<file path="src/rtl/pc_pkg.sv">
// Shared types and default vectors for the program-counter sequencer.
// Imported by the sequencer interface, target calculator and top level.
package pc_pkg;

    localparam int          XLEN_DEFAULT         = 32;
    localparam int          INC_BYTES_DEFAULT    = 4;
    localparam logic [31:0] RESET_VECTOR_DEFAULT = 32'h0000_0000;
    localparam logic [31:0] TRAP_VECTOR_DEFAULT  = 32'h0000_0100;

    typedef enum logic [1:0] {
        BOOT,
        RUN,
        HALTED
    } pc_state_e;

    typedef enum logic [2:0] {
        SEL_SEQ,
        SEL_BR,
        SEL_JAL,
        SEL_JALR,
        SEL_TRAP,
        SEL_MRET
    } pc_sel_e;

endpackage

</file>
<file path="src/rtl/pc_sequencer_if.sv">
// Fetch handshake plus redirect sources between decode/execute and the PC sequencer.
// master = sequencer side, slave = surrounding pipeline / fetch.
interface pc_sequencer_if
    import pc_pkg::*;
#(
    parameter int XLEN = XLEN_DEFAULT
);
    logic            stall;
    logic            if_ready;
    logic            if_valid;
    logic            br_taken;
    logic            jal;
    logic            jalr;
    logic            halt;
    logic            trap;
    logic            mret;
    logic [XLEN-1:0] rs1_val;
    logic [XLEN-1:0] imm_val;
    logic [XLEN-1:0] pc_val;
    logic [XLEN-1:0] pc_plus4;
    logic            misalign;
    logic [XLEN-1:0] mepc;

    modport master (
        input  stall, if_ready, br_taken, jal, jalr, halt, trap, mret, rs1_val, imm_val,
        output if_valid, pc_val, pc_plus4, misalign, mepc
    );

    modport slave (
        output stall, if_ready, br_taken, jal, jalr, halt, trap, mret, rs1_val, imm_val,
        input  if_valid, pc_val, pc_plus4, misalign, mepc
    );
endinterface

</file>
<file path="src/rtl/pc_sequencer_target_calc.sv">
// Combinational next-PC candidates (sequential, PC-relative, JALR) and their alignment checks.
// INC_BYTES is assumed to be a power of two so alignment reduces to a low-bit mask.
module pc_target_calc
    import pc_pkg::*;
#(
    parameter int XLEN      = XLEN_DEFAULT,
    parameter int INC_BYTES = INC_BYTES_DEFAULT
) (
    input  logic [XLEN-1:0] pc_i,
    input  logic [XLEN-1:0] imm_i,
    input  logic [XLEN-1:0] rs1_i,
    output logic [XLEN-1:0] seq_pc_o,
    output logic [XLEN-1:0] rel_tgt_o,
    output logic [XLEN-1:0] jalr_tgt_o,
    output logic            rel_mis_o,
    output logic            jalr_mis_o
);
    localparam logic [XLEN-1:0] ALIGN_MASK = XLEN'(INC_BYTES - 1);

    logic [XLEN-1:0] jalr_sum;

    assign seq_pc_o   = pc_i + XLEN'(INC_BYTES);
    assign rel_tgt_o  = pc_i + imm_i;
    assign jalr_sum   = rs1_i + imm_i;
    assign jalr_tgt_o = {jalr_sum[XLEN-1:1], 1'b0};

    assign rel_mis_o  = |(rel_tgt_o & ALIGN_MASK);
    assign jalr_mis_o = |(jalr_tgt_o & ALIGN_MASK);
endmodule

</file>
<file path="src/rtl/pc_sequencer.sv">
// Architectural PC register, boot/run/halt FSM and next-PC priority mux for the RV32I core.
// Define PC_TRAP_EN to enable trap/mret redirects, the mepc register and trap-on-misalign.
module pc_sequencer
    import pc_pkg::*;
#(
    parameter int              XLEN         = XLEN_DEFAULT,
    parameter logic [XLEN-1:0] RESET_VECTOR = XLEN'(RESET_VECTOR_DEFAULT),
    parameter logic [XLEN-1:0] TRAP_VECTOR  = XLEN'(TRAP_VECTOR_DEFAULT),
    parameter int              INC_BYTES    = INC_BYTES_DEFAULT
) (
    input  logic           clk,
    input  logic           clr,
    pc_sequencer_if.master bus
);
`ifdef PC_TRAP_EN
    localparam bit TrapEn = 1'b1;
    logic trap_req, mret_req;
    assign trap_req = bus.trap;
    assign mret_req = bus.mret;
`else
    localparam bit TrapEn = 1'b0;
    logic trap_req, mret_req, unused_trap_inputs;
    assign trap_req           = 1'b0;
    assign mret_req           = 1'b0;
    assign unused_trap_inputs = bus.trap ^ bus.mret;
`endif

    pc_state_e       state_q, state_d;
    pc_sel_e         sel;
    logic [XLEN-1:0] pc_q, pc_d, mepc_q, mepc_d;
    logic            misalign_q, misalign_d, take_trap;
    logic [XLEN-1:0] seq_pc, rel_tgt, jalr_tgt;
    logic            rel_mis, jalr_mis;

    pc_target_calc #(.XLEN(XLEN), .INC_BYTES(INC_BYTES)) u_target_calc (
        .pc_i       (pc_q),
        .imm_i      (bus.imm_val),
        .rs1_i      (bus.rs1_val),
        .seq_pc_o   (seq_pc),
        .rel_tgt_o  (rel_tgt),
        .jalr_tgt_o (jalr_tgt),
        .rel_mis_o  (rel_mis),
        .jalr_mis_o (jalr_mis)
    );

    always_comb begin
        sel = SEL_SEQ;
        if      (trap_req)     sel = SEL_TRAP;
        else if (mret_req)     sel = SEL_MRET;
        else if (bus.jalr)     sel = SEL_JALR;
        else if (bus.jal)      sel = SEL_JAL;
        else if (bus.br_taken) sel = SEL_BR;
    end

    always_comb begin
        // NOTE: every output gets a default first so no path can infer a latch.
        state_d    = state_q;
        pc_d       = pc_q;
        mepc_d     = mepc_q;
        misalign_d = 1'b0;
        take_trap  = 1'b0;
        unique case (state_q)
            BOOT: state_d = RUN;
            RUN: begin
                unique case (sel)
                    SEL_TRAP: take_trap = 1'b1;
                    SEL_MRET: pc_d = mepc_q;
                    SEL_JALR: begin
                        if (jalr_mis) begin
                            misalign_d = 1'b1;
                            take_trap  = TrapEn;
                        end else begin
                            pc_d = jalr_tgt;
                        end
                    end
                    SEL_JAL, SEL_BR: begin
                        if (rel_mis) begin
                            misalign_d = 1'b1;
                            take_trap  = TrapEn;
                        end else begin
                            pc_d = rel_tgt;
                        end
                    end
                    default: begin
                        // Halt alone freezes the PC rather than letting it step once more.
                        if (bus.if_ready && !bus.stall && !bus.halt) pc_d = seq_pc;
                    end
                endcase
                if (take_trap) begin
                    mepc_d = pc_q;
                    pc_d   = TRAP_VECTOR;
                end
                if (bus.halt) state_d = HALTED;
            end
            default: ;
        endcase
    end

    always_ff @(posedge clk or negedge clr) begin
        if (!clr) begin
            state_q    <= BOOT;
            pc_q       <= RESET_VECTOR;
            mepc_q     <= '0;
            misalign_q <= 1'b0;
        end else begin
            // NOTE: non-blocking so every register samples pre-edge values of the others.
            state_q    <= state_d;
            pc_q       <= pc_d;
            mepc_q     <= mepc_d;
            misalign_q <= misalign_d;
        end
    end

    assign bus.if_valid = (state_q == RUN);
    assign bus.pc_val   = pc_q;
    assign bus.pc_plus4 = seq_pc;
    assign bus.misalign = misalign_q;
    assign bus.mepc     = TrapEn ? mepc_q : '0;
endmodule

</file>
<file path="src/flat_wrapper.sv">
// flat-port wrapper written by rule: the top's interface ports become plain ports
module pc_sequencer_flat import pc_pkg::*;
#(
    parameter int              XLEN         = XLEN_DEFAULT,
    parameter logic [XLEN-1:0] RESET_VECTOR = XLEN'(RESET_VECTOR_DEFAULT),
    parameter logic [XLEN-1:0] TRAP_VECTOR  = XLEN'(TRAP_VECTOR_DEFAULT),
    parameter int              INC_BYTES    = INC_BYTES_DEFAULT
)
  (clk, clr, bus_stall, bus_if_ready, bus_br_taken, bus_jal, bus_jalr, bus_halt, bus_trap, bus_mret, bus_rs1_val, bus_imm_val, bus_if_valid, bus_pc_val, bus_pc_plus4, bus_misalign, bus_mepc);
  pc_sequencer_if #(.XLEN(XLEN)) bus_i ();
  input  logic clk;
  input  logic clr;
  input wire logic [$bits(bus_i.stall)-1:0] bus_stall;
  input wire logic [$bits(bus_i.if_ready)-1:0] bus_if_ready;
  input wire logic [$bits(bus_i.br_taken)-1:0] bus_br_taken;
  input wire logic [$bits(bus_i.jal)-1:0] bus_jal;
  input wire logic [$bits(bus_i.jalr)-1:0] bus_jalr;
  input wire logic [$bits(bus_i.halt)-1:0] bus_halt;
  input wire logic [$bits(bus_i.trap)-1:0] bus_trap;
  input wire logic [$bits(bus_i.mret)-1:0] bus_mret;
  input wire logic [$bits(bus_i.rs1_val)-1:0] bus_rs1_val;
  input wire logic [$bits(bus_i.imm_val)-1:0] bus_imm_val;
  output wire logic [$bits(bus_i.if_valid)-1:0] bus_if_valid;
  output wire logic [$bits(bus_i.pc_val)-1:0] bus_pc_val;
  output wire logic [$bits(bus_i.pc_plus4)-1:0] bus_pc_plus4;
  output wire logic [$bits(bus_i.misalign)-1:0] bus_misalign;
  output wire logic [$bits(bus_i.mepc)-1:0] bus_mepc;
  assign bus_i.stall = bus_stall;
  assign bus_i.if_ready = bus_if_ready;
  assign bus_i.br_taken = bus_br_taken;
  assign bus_i.jal = bus_jal;
  assign bus_i.jalr = bus_jalr;
  assign bus_i.halt = bus_halt;
  assign bus_i.trap = bus_trap;
  assign bus_i.mret = bus_mret;
  assign bus_i.rs1_val = bus_rs1_val;
  assign bus_i.imm_val = bus_imm_val;
  assign bus_if_valid = bus_i.if_valid;
  assign bus_pc_val = bus_i.pc_val;
  assign bus_pc_plus4 = bus_i.pc_plus4;
  assign bus_misalign = bus_i.misalign;
  assign bus_mepc = bus_i.mepc;
  pc_sequencer #(.XLEN(XLEN), .RESET_VECTOR(RESET_VECTOR), .TRAP_VECTOR(TRAP_VECTOR), .INC_BYTES(INC_BYTES)) u_core (.clk(clk), .clr(clr), .bus(bus_i));
endmodule
</file>
<file path="config.mk">
export PLATFORM = sky130hd
export DESIGN_NAME = pc_sequencer_flat
export DESIGN_NICKNAME = d
export VERILOG_FILES = /design/src/rtl/pc_pkg.sv /design/src/rtl/pc_sequencer_if.sv /design/src/rtl/pc_sequencer_target_calc.sv /design/src/rtl/pc_sequencer.sv /design/src/flat_wrapper.sv
export SDC_FILE = /design/constraint.sdc
export NUM_CORES = 1
export LEC_CHECK = 0
export ABC_CLOCK_PERIOD_IN_PS = 4940
export BUFFER_PORTS_ARGS = -buffer_cell sky130_fd_sc_hd__buf_2
export CAP_MARGIN = 20
export CORE_MARGIN = 5
export CORE_UTILIZATION = 40
export DETAILED_ROUTE_END_ITERATION = 12
export GPL_ROUTABILITY_DRIVEN = 1
export GPL_TIMING_DRIVEN = 0
export PLACE_DENSITY = 0.69
export SYNTH_ARGS = -nofsm -noshare
export SYNTH_HDL_FRONTEND = slang
export SYNTH_SLANG_ARGS = --single-unit
</file>
<file path="constraint.sdc">
create_clock -name clk -period 4.94 [get_ports clk]
set_clock_uncertainty 0.1 [all_clocks]
set_input_delay 0.988 -clock clk [delete_from_list [all_inputs] [get_ports clk]]
set_output_delay 0.988 -clock clk [all_outputs]
set_load 0.005 [all_outputs]
</file>
==> results of run 1 <==
-- cell type report --
| cell class | count | area (µm²) | share of cell area, % |
|---|---|---|---|
| clock inverters | 1 | 7.51 | 0.104 |
| multi-input cells | 694 | 4740 | 65.9 |
| clock buffers | 7 | 153 | 2.12 |
| well taps | 184 | 230 | 3.20 |
| flip-flops and latches | 35 | 876 | 12.2 |
| repair buffers | 137 | 686 | 9.53 |
| plain buffers | 70 | 393 | 5.46 |
| inverters | 28 | 105 | 1.46 |
-- where the power goes --
group          total, mW  internal [mW]  switching [mW]
combinational       1.85          0.824            1.02
sequential         0.609          0.382           0.227
clock              0.335          0.214           0.121
total               2.79           1.42            1.37
-- synth_stat cells (19+ instances only) --
| library cell | instances | area share, % |
|---|---|---|
| sky130_fd_sc_hd__clkbuf_1 | 32 | 2.0 |
| sky130_fd_sc_hd__nand3_1 | 27 | 2.3 |
| sky130_fd_sc_hd__a21oi_1 | 86 | 7.2 |
| sky130_fd_sc_hd__a21o_1 | 25 | 3.1 |
| sky130_fd_sc_hd__ha_1 | 64 | 13 |
| sky130_fd_sc_hd__nor2_1 | 55 | 3.4 |
| sky130_fd_sc_hd__nand2_1 | 65 | 4.1 |
| sky130_fd_sc_hd__inv_1 | 28 | 1.8 |
| sky130_fd_sc_hd__dfrtp_1 | 35 | 15 |
| sky130_fd_sc_hd__o21ai_0 | 35 | 2.9 |
| sky130_fd_sc_hd__buf_4 | 34 | 4.3 |
| sky130_fd_sc_hd__a221oi_1 | 19 | 2.8 |
| sky130_fd_sc_hd__xor2_1 | 36 | 5.3 |
| sky130_fd_sc_hd__xnor2_1 | 47 | 6.9 |
-- flip-flops by register name (all words and copies together) (netlist names) --
signal               cells
u_core.bus.pc_val       32
u_core.bus.misalign      1
u_core.state_q           2
-- cells by family after synthesis --
| family | synth area share (%) |
|---|---|
| AOI/OAI and AO/OA | 32.8 |
| xor gates and xnor gates | 12.1 |
| adders and majority gates | 14.0 |
| buffers and inverters | 8.30 |
| DFF | 14.6 |
| muxes | 0.354 |
| other | 0.0625 |
| and+or+nand+nor | 17.8 |
-- path summary, 6_finish.rpt --
| kind | endpoint | slack, ps |
|---|---|---|
| worst max register to register | u_core.bus.pc_val[29]$_DFFE_PN0P_ | 1380 |
| worst max-delay path | bus_pc_plus4[22] | 1010 |
| max in group asynchronous | u_core.bus.pc_val[31]$_DFFE_PN0P_ | 3540 |
| min in group asynchronous | u_core.bus.pc_val[2]$_DFFE_PN0P_ | 690 |
| worst min register to register | u_core.state_q[1]$_DFFE_PN0P_ | 380 |
| worst min-delay path | u_core.state_q[1]$_DFFE_PN0P_ | 380 |
-- metal layers --
layer	part of all wire, %	wire [µm]	vias to the layer above
li1	-	-	3255
met1	46	9290	3061
met2	44	8960	301
met3	8.0	1610	24
met4	1.6	322	0
met5	0	0	-
-- per-stage QoR --
stage	hold WS, ps	utilization [%]	worst slack [ps]	instances	instance area [µm²]
4_1_cts	380	49.1	1030	1156	7190
2_1_floorplan	342	-	1510	827	6120
3_3_place_gp	357	48.0	799	1148	7030
6_report	380	49.1	1010	1156	7190
5_1_grt	418	49.1	769	1156	7190
3_5_place_dp	369	48.0	784	1148	7030
-- critical path, delay by kind of cell (launching register included) --
kind	cells	cell delay (ps)
DFF	1	460
buffers and inverters	2	370
adders and majority gates	1	280
and+or+nand+nor	5	1170
xor gates and xnor gates	1	260
==> qor.yml, run 1 <==
placed_design:
  routability_cong: 0.910
  post-dp-hpwl_um: 16600
  port_buffers: 137
timing:
  post_layout_min_period_ps: 3930
  rsz0062_at_grt: "false"
  setup_viol_count_final: 0
  period_share_pct: 79.5
  relSlewSlack_pct: 46.6
  timing_worst_slew_pin_value_ps: 800
  final_hold_vio_count: 0
  timing_max_transition_violations_final: 0
  setup-tns-final_ps: 0
  achievable-frequency_mhz: 255
global_route:
  grtUsageMet2_pct: 34.6
  pin_count_of_the_biggest_net_entering_global_routing: 36
  grt_use_met3_pct: 2.13
  grt-ovfl-total: 0
  busiest_layer: "met2"
  number_of_antenna_violations_at_the_first_check_in_global_routing: 0
  wire_length_of_the_first_global_routing_pass_um: 31700
  use_met1_pct: 31.9
  grt_pass1_vias: 6140
  grt_usage_pct: 21.8
cts:
  cts_tree: "done"
  cts-htree-levels: 2
  total_clock_buffers_created_by_cts: 5
  cts_setup_buffers: 0
  cts.sink_count: 35
  cts.repair.resized: 0
  worst_setup_hold_path_clk_slew_ps: 60
  ctsRootBufferMaster: "sky130_fd_sc_hd__clkbuf_16"
  clock_insertion_delay_worst_skew_ps: 280
  cts.path.max_buffers: 2
  cts_hold_buf: 0
worst_setup_path:
  cp_max_fo: 7
  crit_path_frequent_cell: "sky130_fd_sc_hd__and3_1"
  critical_path_class: "register to output port"
  timing.critical_path.to_type: "output port"
  timing.rr.start: "u_core.bus.pc_val[4]$_DFFE_PN0P_"
  crit_path_cells: "ha_1 -> and3_1 -> clkbuf_1 -> and3_1 -> nand3_1 -> nor3_2 -> nand2_1 -> xnor2_1 -> buf_2"
  timing.critical_path.slowest_cell_delay_ps: 460
  crit_start: "u_core.bus.pc_val[2]$_DFFE_PN0P_"
  critPathArrivalTime_ps: 2840
  reg2reg_depth: 10
  cp.required_ps: 3850
  worst_path_max_delay_cell: "sky130_fd_sc_hd__dfrtp_1"
  cp-start-kind: "register"
power_and_ir_drop:
  power_per_cell_area_nw_per_um2: 388
  power.static_leakage_nw: 3.44
  power.total_mw: 2.79
  vdd_drop_max_v: 0.000135
finish:
  final_net_count: 1111
  area_growth_pct: 19.9
  mostFrequentLayoutCell: "sky130_fd_sc_hd__buf_2"
  fillerInstances: 1531
  n_antenna_cell: 0
  layout.cells.most_common_list: "139 x sky130_fd_sc_hd__buf_2, 86 x sky130_fd_sc_hd__a21oi_1, 65 x sky130_fd_sc_hd__nand2_1, 64 x sky130_fd_sc_hd__ha_1, 55 x sky130_fd_sc_hd__nor2_1"
  layout-drive-gt1-share_pct: 20.0
logic_synthesis:
  synthesis.instances: 796
  yosysSeqAreaShare_pct: 14.6
  avgSynthCellArea_um2: 7.54
  number_of_synthesized_flops_with_an_enable_pin: 0
  synth-main-ff-cell: "sky130_fd_sc_hd__dfrtp_1"
  synth-warning-count: 0
  synth-async-reset-ratio_pct: 100
  synthDistinctLibCells: 66
  yosys_register_bits: 35
  synthesis.area_um2: 6000
drt:
  detail_route.wl_per_cell_um: 17.5
  drt_drc_violations_left: 0
  detail_route.iter0.violations: 718
  drtAntennaViolNets: 0
  vias: 6641
  avgViaCountPerCell: 5.74
  detailedRoute.firstPassIterationCount: 5
  postRouteWirelength_um: 20200
run:
  maxCapViolations: 0
floorplan:
  fp.coreArea_um2: 14600
  floorplan.die.width_um: 132
  die-area_um2: 17600
  dieHeight_um: 132
  initial_utilization_pct: 41.0
  num_rows: 44
  top_level_ports: 172
worst_hold_path:
  hp-start: "u_core.state_q[1]$_DFFE_PN0P_"
  worstHoldPathCells: 1
  min-delay-path-class: "register to register"
run_status:
  status: "completed"
(Power assumes the default switching activity.)
==> inputs of run 2 (changes only) <==
--- a/config.mk
+++ b/config.mk
@@ -5,7 +5,7 @@
 export SDC_FILE = /design/constraint.sdc
 export NUM_CORES = 1
 export LEC_CHECK = 0
-export ABC_CLOCK_PERIOD_IN_PS = 4940
+export ABC_CLOCK_PERIOD_IN_PS = 3260
 export BUFFER_PORTS_ARGS = -buffer_cell sky130_fd_sc_hd__buf_2
 export CAP_MARGIN = 20
 export CORE_MARGIN = 5
@@ -13,7 +13,7 @@
 export DETAILED_ROUTE_END_ITERATION = 12
 export GPL_ROUTABILITY_DRIVEN = 1
 export GPL_TIMING_DRIVEN = 0
-export PLACE_DENSITY = 0.69
+export PLACE_DENSITY = 0.72
 export SYNTH_ARGS = -nofsm -noshare
 export SYNTH_HDL_FRONTEND = slang
 export SYNTH_SLANG_ARGS = --single-unit
==> constraint.sdc (replaced) <==
create_clock -name clk -period 3.26 [get_ports clk]
set_clock_uncertainty 0.1 [all_clocks]
set_input_delay 0.652 -clock clk [delete_from_list [all_inputs] [get_ports clk]]
set_output_delay 0.652 -clock clk [all_outputs]
set_load 0.005 [all_outputs]
==> run 2 against run 1 <==
Against the previous run:
- clock power up 68%
- final area up 4.8%
- combinational power up 59%
- critical path depth up 2
- sequential cell count unchanged
- via count up 2.2%
- worst setup slack worse by 980 ps
- largest power group unchanged
- highest routed layer unchanged
==> qor.yml, run 2 (synthesized netlist as in run 1, its figures left out) <==
run_status:
  status: "completed"
worst_setup_path:
  crit_path_cells: "buf_2 -> ha_1 -> and2_1 -> a211o_1 -> a211oi_2 -> nand2_1 -> a221o_1 -> or2_0 -> xor2_1 -> a221oi_1 -> a311oi_1"
  cp.required_ps: 3290  # -560 ps
  critical_path_class: "primary input to register"
  critPathArrivalTime_ps: 3250  # +410 ps
  timing.critical_path.slowest_cell_delay_ps: 360  # -100 ps
  cp_max_fo: 4  # -3
  timing.critical_path.to_type: "register"
  cp-start-kind: "primary input"
  reg2reg_depth: 11  # +1
  worst_path_max_delay_cell: "sky130_fd_sc_hd__a221oi_1"
placed_design:
  post-dp-hpwl_um: 16500  # -0.48%
  placement.setup.worst_slack_ps: -493  # -1280 ps
  port_buffers: 137  # unchanged
  routability_cong: 0.963  # +5.8%
  placed_cells_incl_taps: 1148  # unchanged
  placed_area_um2: 7030  # unchanged
drt:
  detailedRoute.firstPassIterationCount: 5  # unchanged
  drtAntennaViolNets: 0  # unchanged
  drt_drc_violations_left: 0  # unchanged
  postRouteWirelength_um: 20500  # +1.4%
  detail_route.wl_per_cell_um: 17.6  # +0.59%
  detail_route.iter0.violations: 656  # -8.6%
  avgViaCountPerCell: 5.82  # +1.4%
  vias: 6784  # +2.2%
cts:
  cts_tree: "done"
  cts_hold_buf: 0  # unchanged
  cts.sink_count: 35  # unchanged
  worst_setup_hold_path_clk_slew_ps: 50  # about the same
  cts.path.max_buffers: 2  # unchanged
  total_clock_buffers_created_by_cts: 5  # unchanged
  cts-htree-levels: 2  # unchanged
  clock_insertion_delay_worst_skew_ps: 280  # about the same
  ctsRootBufferMaster: "sky130_fd_sc_hd__clkbuf_16"
timing:
  timing_worst_slew_pin_value_ps: 836  # +35.7 ps
  rsz0062_at_grt: "true"
  achievable-frequency_mhz: 310
  min_hold_slack_ps: 371  # -9.42 ps
  post_layout_min_period_ps: 3230
  timing_max_transition_violations_final: 0  # unchanged
  setup_viol_count_final: 0  # unchanged
  final_ws_setup_ps: 34.3  # -978 ps
  setup-tns-final_ps: 0  # unchanged
  relSlewSlack_pct: 44.3  # -2.4 points
  final_hold_vio_count: 0  # unchanged
  period_share_pct: 98.9
global_route:
  pin_count_of_the_biggest_net_entering_global_routing: 36  # unchanged
  grt-ovfl-total: 0  # unchanged
  grt_pass1_vias: 6209  # +1.1%
  wire_length_of_the_first_global_routing_pass_um: 32000  # +0.98%
  number_of_antenna_violations_at_the_first_check_in_global_routing: 0  # unchanged
  grt_usage_pct: 22.0  # +0.26 points
power_and_ir_drop:
  power.static_leakage_nw: 3.56  # +3.4%
  power.total_mw: 4.45  # +60%
  vdd_drop_max_v: 0.000214  # +58%
  power_per_cell_area_nw_per_um2: 591  # +52%
finish:
  final_cells: 1165  # +0.78%
  final_net_count: 1120  # +0.81%
  finish.instance_area_um2: 7540  # +4.8%
  mostFrequentLayoutCell: "sky130_fd_sc_hd__buf_2"
  area_growth_pct: 25.6
  layout-drive-gt1-share_pct: 26.2  # +6.2 points
  n_antenna_cell: 0  # unchanged
  largest_reg_flops: 32  # unchanged
  fillerInstances: 1449  # -5.4%
  final_core_utilization_pct: 51.5  # +2.4 points
  layout.cells.most_common_list: "139 x sky130_fd_sc_hd__buf_2, 83 x sky130_fd_sc_hd__a21oi_1, 65 x sky130_fd_sc_hd__nand2_1, 61 x sky130_fd_sc_hd__ha_1, 50 x sky130_fd_sc_hd__nor2_1"
floorplan:
  initial_utilization_pct: 41.0  # unchanged
  fp.coreArea_um2: 14600  # unchanged
  die-area_um2: 17600  # unchanged
  top_level_ports: 172  # unchanged
  floorplan.die.width_um: 132  # unchanged
  num_rows: 44  # unchanged
  dieHeight_um: 132  # unchanged
run:
  maxCapViolations: 0  # unchanged
worst_hold_path:
  min-delay-path-class: "primary input to asynchronous set/reset pin"
run 2: routing by layer:
metal  track usage (%)  vias to the layer above  wire length, µm
met1              31.3                     3120             8970
met2              34.0                      354             9030
met3              4.59                       39             1960
met4              6.06                        0              496
met5                 0                        -                0
li1                  -                     3271                -
run 2: where the power goes:
part	internal, mW	switching, mW	leakage, nW	total (mW)
combinational	1.32	1.61	3.07	2.94
clock	0.365	0.198	0.0844	0.563
sequential	0.591	0.363	0.405	0.953
total	2.28	2.17	3.56	4.45
run 2: worst paths after layout:
kind | startpoint | endpoint | slack [ps]
min reg2reg | u_core.state_q[1]$_DFFE_PN0P_ | u_core.state_q[1]$_DFFE_PN0P_ | 390
min | clr | u_core.bus.pc_val[28]$_DFFE_PN0P_ | 370
max in group asynchronous | clr | u_core.bus.pc_val[14]$_DFFE_PN0P_ | 2110
min in group clk | u_core.state_q[1]$_DFFE_PN0P_ | u_core.state_q[1]$_DFFE_PN0P_ | 390
max | bus_imm_val[8] | u_core.bus.pc_val[26]$_DFFE_PN0P_ | 30
max reg2reg | u_core.bus.pc_val[13]$_DFFE_PN0P_ | u_core.bus.pc_val[27]$_DFFE_PN0P_ | 40
run 2: worst max-delay path: cells and delay by family:
kind | cells | cell delay, ps
adders and majority gates | 1 | 330
and+or+nand+nor | 3 | 560
buffers and inverters | 1 | 110
xor gates and xnor gates | 1 | 150
AOI/OAI and AO/OA | 5 | 1450
run 2: final cells by class:
type | count | area [µm²] | share of cell area [%]
multi-input combinational | 694 | 4980 | 66.0
clock inverter | 3 | 47.5 | 0.631
timing repair buffer | 149 | 776 | 10.3
sequential | 35 | 892 | 11.8
clock buffer | 5 | 125 | 1.66
tap | 184 | 230 | 3.05
inverter | 28 | 105 | 1.39
buffer | 67 | 384 | 5.09
run 2: what timing repair did:
action / in CTS / in global routing
setup buffers: 5 / 7
endpoints found under the setup margin: 21 / 24
gates resized for setup: 25 / 38
pin swaps: 6 / 17
==> inputs of run 3 (changes only) <==
--- a/config.mk
+++ b/config.mk
@@ -8,12 +8,14 @@
 export ABC_CLOCK_PERIOD_IN_PS = 3260
 export BUFFER_PORTS_ARGS = -buffer_cell sky130_fd_sc_hd__buf_2
 export CAP_MARGIN = 20
+export CELL_PAD_IN_SITES_DETAIL_PLACEMENT = 2
+export CELL_PAD_IN_SITES_GLOBAL_PLACEMENT = 2
 export CORE_MARGIN = 5
-export CORE_UTILIZATION = 40
+export CORE_UTILIZATION = 27
 export DETAILED_ROUTE_END_ITERATION = 12
 export GPL_ROUTABILITY_DRIVEN = 1
 export GPL_TIMING_DRIVEN = 0
-export PLACE_DENSITY = 0.72
+export PLACE_DENSITY = 0.84
 export SYNTH_ARGS = -nofsm -noshare
 export SYNTH_HDL_FRONTEND = slang
 export SYNTH_SLANG_ARGS = --single-unit
==> run 3 against run 2 <==
Against the previous run:
- sequential cell count unchanged
- cell count rose by 8.8%
- global-route usage is 1.8 points lower
- first-iteration DRC count shrank 40%
- routed wire length up 40%
- sequential share of layout area fell by 0.55 points
==> qor.yml, run 3 (synthesized netlist as in run 1, its figures left out) <==
run_status:
  status: "completed"
placed_design:
  placed_area_um2: 7150  # +1.7%
  placed_cells_incl_taps: 1244  # +8.4%
  routability_cong: 0.909  # -5.6%
  port_buffers: 137  # unchanged
  post-dp-hpwl_um: 21800  # +32%
timing:
  final_hold_vio_count: 0  # unchanged
  post_layout_min_period_ps: 3250  # +23.4 ps
  period_share_pct: 99.7  # +0.72 points
  rsz0062_at_grt: "true"
  timing_max_transition_violations_final: 0  # unchanged
  setup-tns-final_ps: 0  # unchanged
  relSlewSlack_pct: 39.8  # -4.5 points
  achievable-frequency_mhz: 308  # -0.72%
  min_hold_slack_ps: 392  # +20.5 ps
  timing_worst_slew_pin_value_ps: 903  # +67.4 ps
  setup_viol_count_final: 0  # unchanged
finish:
  area_growth_pct: 31.7
  final_cells: 1268  # +8.8%
  final_core_utilization_pct: 36.2  # -15 points
  finish.instance_area_um2: 7910  # +4.8%
  largest_reg_flops: 32  # unchanged
  layout-drive-gt1-share_pct: 29.5  # +3.3 points
  n_antenna_cell: 0  # unchanged
  layout.cells.most_common_list: "139 x sky130_fd_sc_hd__buf_2, 80 x sky130_fd_sc_hd__a21oi_1, 65 x sky130_fd_sc_hd__nand2_1, 54 x sky130_fd_sc_hd__buf_4, 54 x sky130_fd_sc_hd__ha_1"
  final_net_count: 1127  # +0.63%
  mostFrequentLayoutCell: "sky130_fd_sc_hd__buf_2"
global_route:
  number_of_antenna_violations_at_the_first_check_in_global_routing: 0  # unchanged
  grt_usage_pct: 20.3  # -1.8 points
  pin_count_of_the_biggest_net_entering_global_routing: 36  # unchanged
  grt_pass1_vias: 7612  # +23%
  grt-ovfl-total: 0  # unchanged
  wire_length_of_the_first_global_routing_pass_um: 42200  # +32%
floorplan:
  die-area_um2: 25300  # +44%
  dieHeight_um: 159  # +20%
  initial_utilization_pct: 27.5  # -13 points
  top_level_ports: 172  # unchanged
  num_rows: 54  # +23%
  floorplan.die.width_um: 159  # +20%
  fp.coreArea_um2: 21800  # +49%
worst_setup_path:
  cp-start-kind: "register"
  critical_path_class: "register to register"
  crit_path_frequent_cell: "sky130_fd_sc_hd__a221o_1"
  reg2reg_depth: 10  # -1
  cp_max_fo: 7  # +3
  worst_path_max_delay_cell: "sky130_fd_sc_hd__dfrtp_2"
  crit_path_cells: "ha_2 -> o211ai_1 -> o21ai_2 -> a311oi_2 -> nor2_2 -> a221o_1 -> a221o_1 -> xor2_1 -> a221oi_2 -> nor2_1"
  timing.critical_path.to_type: "register"
  critPathArrivalTime_ps: 3320  # +70 ps
  cp.required_ps: 3330  # +40 ps
  ff2ff_setup_slack_ps: 10  # -30 ps
  timing.critical_path.slowest_cell_delay_ps: 480  # +120 ps
cts:
  cts_tree: "done"
  clock_insertion_delay_worst_skew_ps: 300  # +20 ps
  cts-htree-levels: 2  # unchanged
  total_clock_buffers_created_by_cts: 5  # unchanged
  cts.sink_count: 35  # unchanged
  ctsRootBufferMaster: "sky130_fd_sc_hd__clkbuf_16"
  worst_setup_hold_path_clk_slew_ps: 70  # +20 ps
  cts.path.max_buffers: 2  # unchanged
drt:
  detailedRoute.firstPassIterationCount: 5  # unchanged
  avgViaCountPerCell: 5.59  # -4.1%
  detail_route.wl_per_cell_um: 22.6  # +29%
  vias: 7084  # +4.4%
  drt_drc_violations_left: 0  # unchanged
  postRouteWirelength_um: 28600  # +40%
  detail_route.iter0.violations: 393  # -40%
  drtAntennaViolNets: 0  # unchanged
power_and_ir_drop:
  vdd_drop_max_v: 0.000223  # +4.6%
  power.static_leakage_nw: 3.62  # +1.8%
  power_per_cell_area_nw_per_um2: 625  # +5.8%
run:
  maxCapViolations: 0  # unchanged
worst_hold_path:
  min-delay-path-class: "primary input to asynchronous set/reset pin"
-- run 3: cell count changes in the layout (fill, tap and decap cells not counted), sizes merged --
cell and change:
clkinv -1, buf +8, bufinv +1, inv -1
-- run 3: what timing repair did --
action | 4_1_cts | 5_1_grt
buffers inserted | 4 | 15
setup endpoints to repair | 37 | 23
hold buffers | 0 | 0
gates resized for setup | 51 | 52
pin swaps | 16 | 23
hold endpoints to repair | 0 | 0
-- run 3: area by class of cell --
class / instances / area, µm²
Fill cell: 2558 / 13900
Clock buffer: 6 / 129
Tap cell: 280 / 350
Sequential cell: 35 / 892
Clock inverter: 2 / 60.1
Inverter: 28 / 105
Multi-Input combinational cell: 694 / 5150
Timing Repair Buffer: 156 / 828
Buffer: 67 / 387
-- run 3: worst max-delay path: cells and delay by family (launching register included) --
| family | cells | cell delay (ps) |
|---|---|---|
| AO/OA/AOI/OAI | 6 | 1860 |
| flip-flops | 1 | 480 |
| adder cells (fa/ha/maj) | 1 | 360 |
| AND/OR/NAND/NOR | 2 | 180 |
| XOR/XNOR | 1 | 150 |
-- run 3: metal layers --
| metal | track usage, % | wire (µm) | up-vias |
|---|---|---|---|
| met5 | 0 | 0 | - |
| met1 | 27.4 | 12700 | 3513 |
| met2 | 34.6 | 13900 | 245 |
| li1 | - | - | 3285 |
| met3 | 2.38 | 1470 | 41 |
| met4 | 4.96 | 563 | 0 |
-- run 3: path summary, 6_finish.rpt --
path                                                  start                                end
min in group clk              u_core.state_q[1]$_DFFE_PN0P_      u_core.state_q[1]$_DFFE_PN0P_
hold reg to reg               u_core.state_q[1]$_DFFE_PN0P_      u_core.state_q[1]$_DFFE_PN0P_
setup / recovery           u_core.bus.pc_val[2]$_DFFE_PN0P_  u_core.bus.pc_val[27]$_DFFE_PN0P_
hold / removal                                          clr  u_core.bus.pc_val[14]$_DFFE_PN0P_
max in group asynchronous                               clr  u_core.bus.pc_val[18]$_DFFE_PN0P_
setup reg to reg           u_core.bus.pc_val[2]$_DFFE_PN0P_  u_core.bus.pc_val[27]$_DFFE_PN0P_
-- run 3: per-stage QoR --
step / setup slack [ps] / power (mW)
2_1_floorplan: 167 / 2.75
3_3_place_gp: -719 / 3.74
3_5_place_dp: -722 / 3.84
4_1_cts: -20.1 / 4.64
5_1_grt: -99.3 / 5.26
6_report: 10.9 / 4.94
-- run 3: where the power goes --
part / total (mW) / switching [mW] / internal (mW)
Combinational: 3.29 / 1.89 / 1.40
Clock: 0.662 / 0.222 / 0.440
Sequential: 0.992 / 0.402 / 0.590
Total: 4.94 / 2.51 / 2.43
